<file path="src/rtl/digit_serial_alu_loop.sv">
// digit_serial_alu_loop
//   Digit-serial ALU sequencer. Works on one DIGIT_W-bit digit per clock
//   across a word of up to NUM_DIGITS digits. Supported operations are
//   ADD, SUB, COMP (A-B-1), EQ, right shift, AND, OR and XOR. The block has
//   a start/ready/done handshake, a variable operand length, sign extension
//   of B, early termination and a synchronous flush.
//
//   Optional feature: define DIGIT_LOOP_ZERO_FLAG_EN to add the 'zero'
//   output. It is set when every result bit is zero, updated together with
//   done and held with result.
//
// Ports
//   clk, rst_n     clock (rising edge), asynchronous active-low reset
//   start, ready   request; accepted when start && ready (ready = IDLE)
//   flush          synchronous abort of a running operation (no done)
//   op             0 ADD, 1 SUB, 2 COMP, 3 EQ, 4 RSHFT, 5 AND, 6 OR, 7 XOR
//   len            index of the last significant digit
//   carry_in       initial carry, or the shift-in bit for RSHFT
//   b_sign_ext     digits of word2 above len read as all-ones
//   word1, word2   operands A and B
//   preinit        initial result image for digits that are not written
//   busy, done     state != IDLE; one-cycle completion pulse
//   result         result word, held until the next accepted start
//   carry_out      final carry or the last shifted-out bit
//   eq             EQ op: every compared digit matched
//   zero           (DIGIT_LOOP_ZERO_FLAG_EN only) result is all zeros
module digit_serial_alu_loop #(
  parameter  int DIGIT_W    = 4,
  parameter  int NUM_DIGITS = 8,
  localparam int WORD_W     = DIGIT_W * NUM_DIGITS,
  localparam int LEN_W      = (NUM_DIGITS > 1) ? $clog2(NUM_DIGITS) : 1
) (
  input  logic              clk,
  input  logic              rst_n,
  input  logic              start,
  output logic              ready,
  input  logic              flush,
  input  logic [2:0]        op,
  input  logic [LEN_W-1:0]  len,
  input  logic              carry_in,
  input  logic              b_sign_ext,
  input  logic [WORD_W-1:0] word1,
  input  logic [WORD_W-1:0] word2,
  input  logic [WORD_W-1:0] preinit,
  output logic              busy,
  output logic              done,
  output logic [WORD_W-1:0] result,
  output logic              carry_out,
  output logic              eq
`ifdef DIGIT_LOOP_ZERO_FLAG_EN
  ,
  output logic              zero
`endif
);

  typedef enum logic [1:0] {S_IDLE, S_RUN, S_DONE} state_e;

  typedef enum logic [2:0] {
    OP_ADD   = 3'd0,
    OP_SUB   = 3'd1,
    OP_COMP  = 3'd2,
    OP_EQ    = 3'd3,
    OP_RSHFT = 3'd4,
    OP_AND   = 3'd5,
    OP_OR    = 3'd6,
    OP_XOR   = 3'd7
  } op_e;

  localparam logic [LEN_W-1:0] LAST_IDX   = LEN_W'(NUM_DIGITS - 1);
  // One bit wider so the clamp compare stays meaningful when NUM_DIGITS is a power of two
  localparam logic [LEN_W:0]   LAST_IDX_X = (LEN_W + 1)'(NUM_DIGITS - 1);

  state_e              state, state_next;
  op_e                 op_reg;
  logic [WORD_W-1:0]   a_reg, b_reg;
  logic [LEN_W-1:0]    len_reg, idx, idx_next, len_clamped;
  logic                sext_reg, carry, carry_next, eq_next, stop;
  logic                accept;
  logic [31:0]         bit_base;
  logic [DIGIT_W-1:0]  a_dig, b_raw, b_dig, xnor_dig, digit_val;
  logic [DIGIT_W:0]    sum;
  logic [WORD_W-1:0]   result_next;

  assign accept      = (state == S_IDLE) && start;
  assign len_clamped = ({1'b0, len} > LAST_IDX_X) ? LAST_IDX : len;
  assign carry_out   = carry;

  // State register
  always_ff @(posedge clk or negedge rst_n) begin
    if (!rst_n) state <= S_IDLE;
    else        state <= state_next;
  end

  // Next state and handshake outputs; flush only matters once an operation is running
  always_comb begin
    state_next = state;
    ready      = 1'b0;
    busy       = 1'b1;
    done       = 1'b0;
    case (state)
      S_IDLE: begin
        ready = 1'b1;
        busy  = 1'b0;
        if (start) state_next = S_RUN;
      end
      S_RUN: begin
        if (flush)     state_next = S_IDLE;
        else if (stop) state_next = S_DONE;
      end
      S_DONE: begin
        done       = 1'b1;
        state_next = S_IDLE;
      end
      default: state_next = S_IDLE;
    endcase
  end

  // Per-digit datapath: one digit result, the next carry/eq/index, and the stop decision
  always_comb begin
    bit_base   = 32'(idx) * 32'(DIGIT_W);
    a_dig      = a_reg[bit_base +: DIGIT_W];
    b_raw      = (idx <= len_reg) ? b_reg[bit_base +: DIGIT_W] : {DIGIT_W{sext_reg}};
    b_dig      = (op_reg == OP_SUB || op_reg == OP_COMP) ? ~b_raw : b_raw;
    sum        = {1'b0, a_dig} + {1'b0, b_dig} + (DIGIT_W + 1)'(carry);
    xnor_dig   = ~(a_dig ^ b_dig);
    digit_val  = '0;
    carry_next = carry;
    eq_next    = eq;
    stop       = 1'b0;
    idx_next   = idx + LEN_W'(1);
    case (op_reg)
      OP_ADD, OP_SUB, OP_COMP: begin
        digit_val  = sum[DIGIT_W-1:0];
        carry_next = sum[DIGIT_W];
        // Keep going past len while a carry is still rippling, never past the top digit
        stop       = ((idx >= len_reg) && !sext_reg && !sum[DIGIT_W]) || (idx == LAST_IDX);
      end
      OP_EQ: begin
        digit_val = xnor_dig;
        eq_next   = eq & (&xnor_dig);
        stop      = !(&xnor_dig) || (idx >= len_reg);
      end
      OP_RSHFT: begin
        digit_val  = {carry, b_raw[DIGIT_W-1:1]};
        carry_next = b_raw[0];
        stop       = (idx == '0);
        idx_next   = idx - LEN_W'(1);
      end
      OP_AND: begin
        digit_val  = a_dig & b_dig;
        carry_next = 1'b0;
        stop       = (idx >= len_reg);
      end
      OP_OR: begin
        digit_val  = a_dig | b_dig;
        carry_next = 1'b0;
        stop       = (idx >= len_reg);
      end
      OP_XOR: begin
        digit_val  = a_dig ^ b_dig;
        carry_next = 1'b0;
        stop       = (idx >= len_reg);
      end
      default: stop = 1'b1;
    endcase
    result_next = result;
    result_next[bit_base +: DIGIT_W] = digit_val;
  end

  // Operand capture on accept, then one digit written per RUN cycle unless flushed
  always_ff @(posedge clk or negedge rst_n) begin
    if (!rst_n) begin
      a_reg    <= '0;
      b_reg    <= '0;
      op_reg   <= OP_ADD;
      len_reg  <= '0;
      sext_reg <= 1'b0;
      result   <= '0;
      carry    <= 1'b0;
      eq       <= 1'b0;
      idx      <= '0;
    end else if (accept) begin
      a_reg    <= word1;
      b_reg    <= word2;
      op_reg   <= op_e'(op);
      len_reg  <= len_clamped;
      sext_reg <= b_sign_ext;
      result   <= preinit;
      carry    <= carry_in;
      eq       <= 1'b1;
      idx      <= (op_e'(op) == OP_RSHFT) ? len_clamped : '0;
    end else if (state == S_RUN && !flush) begin
      result   <= result_next;
      carry    <= carry_next;
      eq       <= eq_next;
      idx      <= idx_next;
    end
  end

`ifdef DIGIT_LOOP_ZERO_FLAG_EN
  // Captured from the final digit write so it becomes valid in the same cycle as done
  always_ff @(posedge clk or negedge rst_n) begin
    if (!rst_n)                                   zero <= 1'b0;
    else if (state == S_RUN && !flush && stop)    zero <= (result_next == '0);
  end
`endif

endmodule

</file>
<file path="config.mk">
export PLATFORM = sky130hd
export DESIGN_NAME = digit_serial_alu_loop
export DESIGN_NICKNAME = d
export VERILOG_FILES = /design/src/rtl/digit_serial_alu_loop.sv
export SDC_FILE = /design/constraint.sdc
export NUM_CORES = 1
export LEC_CHECK = 0
export CAP_MARGIN = 20
export CORE_ASPECT_RATIO = 2
export CORE_MARGIN = 1
export CORE_UTILIZATION = 30
export CTS_CLUSTER_SIZE = 25
export DETAILED_ROUTE_END_ITERATION = 16
export PLACE_DENSITY = 0.64
export SYNTH_ARGS = -nofsm -noshare
export SYNTH_HDL_FRONTEND = slang
export SYNTH_SLANG_ARGS = --single-unit
</file>
<file path="constraint.sdc">
create_clock -name clk -period 5.2 [get_ports clk]
set_input_delay 0.52 -clock clk [delete_from_list [all_inputs] [get_ports clk]]
set_output_delay 0.52 -clock clk [all_outputs]
set_load 0.02 [all_outputs]
</file>
==> reports/results.tsv <==
metric	value	unit
outcome	completed	
Least-Margin Pin Slew	0.893	ns
share of cells above drive strength 1	7.99	%
hold-fix buffers at CTS	0	
FF-to-FF path depth	14	
antenna diode count	0	
register bit total from synthesis	110	
I/O Pins	145	
CTS resizes	0	
Yosys Warn Count	0	
Syn Nets	784	
largest net degree at the start of global routing	74	
R2R Path Start	idx[0]	
Setup WS pre-CTS	0.843	ns
Leak	0.00346	µW
top post-synthesis cells by area	dfrtp_1, nand2_1, mux4_2	
final HPWL from detailed placement	12.4	mm
top cell type's share of synthesized area	46.5	%
CP required	5.41	ns
register area share after synthesis	46.5	%
Max Cap Viol	0	
Post-CTS Setup Repair Bufs	0	
CP max FO	8	
later-pin clock latency in the skew report	0.35	ns
global route overflow	0	
critical path's top delay family	compound AO/OA/AOI/OAI gates	
RSZ-0062 raised after global routing	false	
Routed WL	16.4	mm
CTS tree	done	
fin crit period	4.35	ns
DRC	0	
Die ar.	20300	µm²
Finish-stage setup viols	0	
number of global-route vias before repair	5171	
TritonRoute pass-1 iters	6	
Buf+Inv Stages, Crit Path	2	
antenna violations before repair	0	
final setup skew	0.0104	ns
die span in x	101	µm
Main synth FF type	dfrtp_1	
crit path DAT	4.55	ns
Cell variety after synth	58	
EDFF count, synth	0	
PwrDens	729	nW/µm²
Fin. Hold Viols	0	
Post-Syn Instances	659	
Netlist Area Pre-Place	5920	µm²
Via density	4.76	
DRT iter0 DRCs	253	
die extent in y	201	µm
asr flop ratio synth	100	%
min setup slack post-route	0.854	ns
global-route wire length before repair	26.6	mm
GR Util All Layers	17.1	%
Worst setup EP type	flip-flop	
number of buffers added on ports	144	
core footprint	19400	µm²
clock tree buffer depth	2	
Layout area overhead	32.4	%
Root Buffer	clkbuf_16	
Slew headroom	39.7	%
HP Class	in2async	
Achievable Freq	0.230	GHz
per-cell routed wire length	15.7	µm
Slew Limit Fails	0	
Layout Nets	909	
CP peak stage delay	0.56	ns
TNS Setup	0	ns
total power	5710	µW
CP Launch Type	flip-flop	
H-tree depth	3	
Num CTS Buffers	9	
clk sinks	110	
vias	4981	
VDD IR max	0.000389	V
Core Rows	72	
critical path class	reg2reg	
Final ANT Viol Nets	0	
cell taking the most area after synthesis	dfrtp_1	
Initial Util	30.6	%
Placer Congestion	0.868	
r2r setup slk	0.85	ns
Final period util	83.6	%
Worst R2R End	result[1]	
cell chain of the critical path	inv_1, ha_1, inv_1, a211oi_1, nor2_1, mux2_2, xnor2_1, fa_1, fa_1, nor2_1, nor4b_1, nor3_1, a211oi_2, o21ai_0	
Syn Area/Cell	8.98	µm²
CP max-delay cell	a211oi_1	
Worst-path clk slew	0.08	ns
## cell families after synthesis
logic type,after synthesis,synth area share (%)
compound gates,98,11.3
fa+ha+maj,17,3.97
mux,23,6.19
flops,110,46.5
simple gates,342,25.7
buf+inv,54,4.16
xor+xnor,15,2.22
## worst max path at each step
stage | start | endpoint | slack, ns | depth (start not counted)
after global routing | idx[0] | result[21] | 0.35 | 14
after floorplan | idx[0] | result[21] | 1.37 | 14
after CTS | idx[0] | result[5] | 0.82 | 14
after detailed placement | idx[0] | result[21] | 0.84 | 14
final | idx[0] | result[1] | 0.85 | 14
after global placement | idx[0] | result[1] | 0.98 | 14
## area by class of cell
type,count,area [µm²]
Sequential cell,110,2750
Multi-Input combinational cell,495,2930
Clock inverter,5,45.0
Clock buffer,10,229
Timing Repair Buffer,152,1500
Tap cell,259,324
Fill cell,1947,11500
Inverter,16,60.1
## power breakdown
group / leakage, µW / internal [µW] / total [µW] / switching [µW]
clock network: 0.000131 / 329 / 649 / 320
logic: 0.00198 / 1510 / 3500 / 1990
registers: 0.00135 / 1270 / 1560 / 296
total: 0.00346 / 3100 / 5710 / 2610
## per-layer routing
layer	wire length (µm)	global-route usage, %
met1	6300	18.9
met5	0	0
met2	9130	32.0
met4	461	6.68
met3	529	2.09
## cell usage in the layout (no fill, tap or decap), types with 9 or more instances in the layout
| cell | netlist | layout |
|---|---|---|
| inv_1 | 16 | 16 |
| ha_1 | 14 | 14 |
| mux4_2 | 10 | 10 |
| dfrtp_1 | 110 | 110 |
| mux2_2 | 9 | 9 |
| clkbuf_16 | 0 | 9 |
| o211ai_1 | 20 | 20 |
| buf_4 | 1 | 9 |
| nand3_1 | 26 | 26 |
| nor2b_1 | 9 | 9 |
| a21oi_1 | 14 | 14 |
| xnor2_1 | 10 | 10 |
| clkdlybuf4s50_1 | 0 | 143 |
| nor2_1 | 14 | 14 |
| o21ai_0 | 16 | 16 |
| nand2_1 | 247 | 247 |
## cell usage after synthesis, types with 2 or more instances
master / n
nand2_1: 247
dfrtp_1: 110
nand3_1: 26
clkbuf_1: 25
o211ai_1: 20
inv_1: 16
o21ai_0: 16
a21oi_1: 14
ha_1: 14
nor2_1: 14
mux4_2: 10
xnor2_1: 10
mux2_2: 9
nor2b_1: 9
a211oi_1: 8
and3_1: 8
o21ai_1: 7
buf_2: 6
o22ai_1: 6
and2_1: 5
nand2b_1: 5
xor2_1: 5
a21oi_2: 4
mux2i_1: 4
nor3_1: 4
a211oi_2: 3
a21boi_0: 3
and3_4: 3
buf_6: 3
fa_1: 3
nand3b_1: 3
nor4b_1: 3
a22o_1: 2
a311oi_1: 2
a31oi_1: 2
buf_1: 2
nor3b_1: 2
o21bai_1: 2
o31ai_1: 2
or2_2: 2
or3b_2: 2
or4_1: 2
## metrics by stage
| step | utilization (%) | instance area (µm²) | instances | hold slack, ns |
|---|---|---|---|---|
| 2_1_floorplan | - | 5920 | 659 | 0.224 |
| 3_3_place_gp | 39.0 | 7560 | 1032 | 0.454 |
| 3_5_place_dp | 39.0 | 7560 | 1032 | 0.459 |
| 4_1_cts | 40.5 | 7840 | 1047 | 0.277 |
| 5_1_grt | 40.5 | 7840 | 1047 | 0.296 |
| 6_report | 40.5 | 7840 | 1047 | 0.236 |
Power figures use the tool's default switching activity.
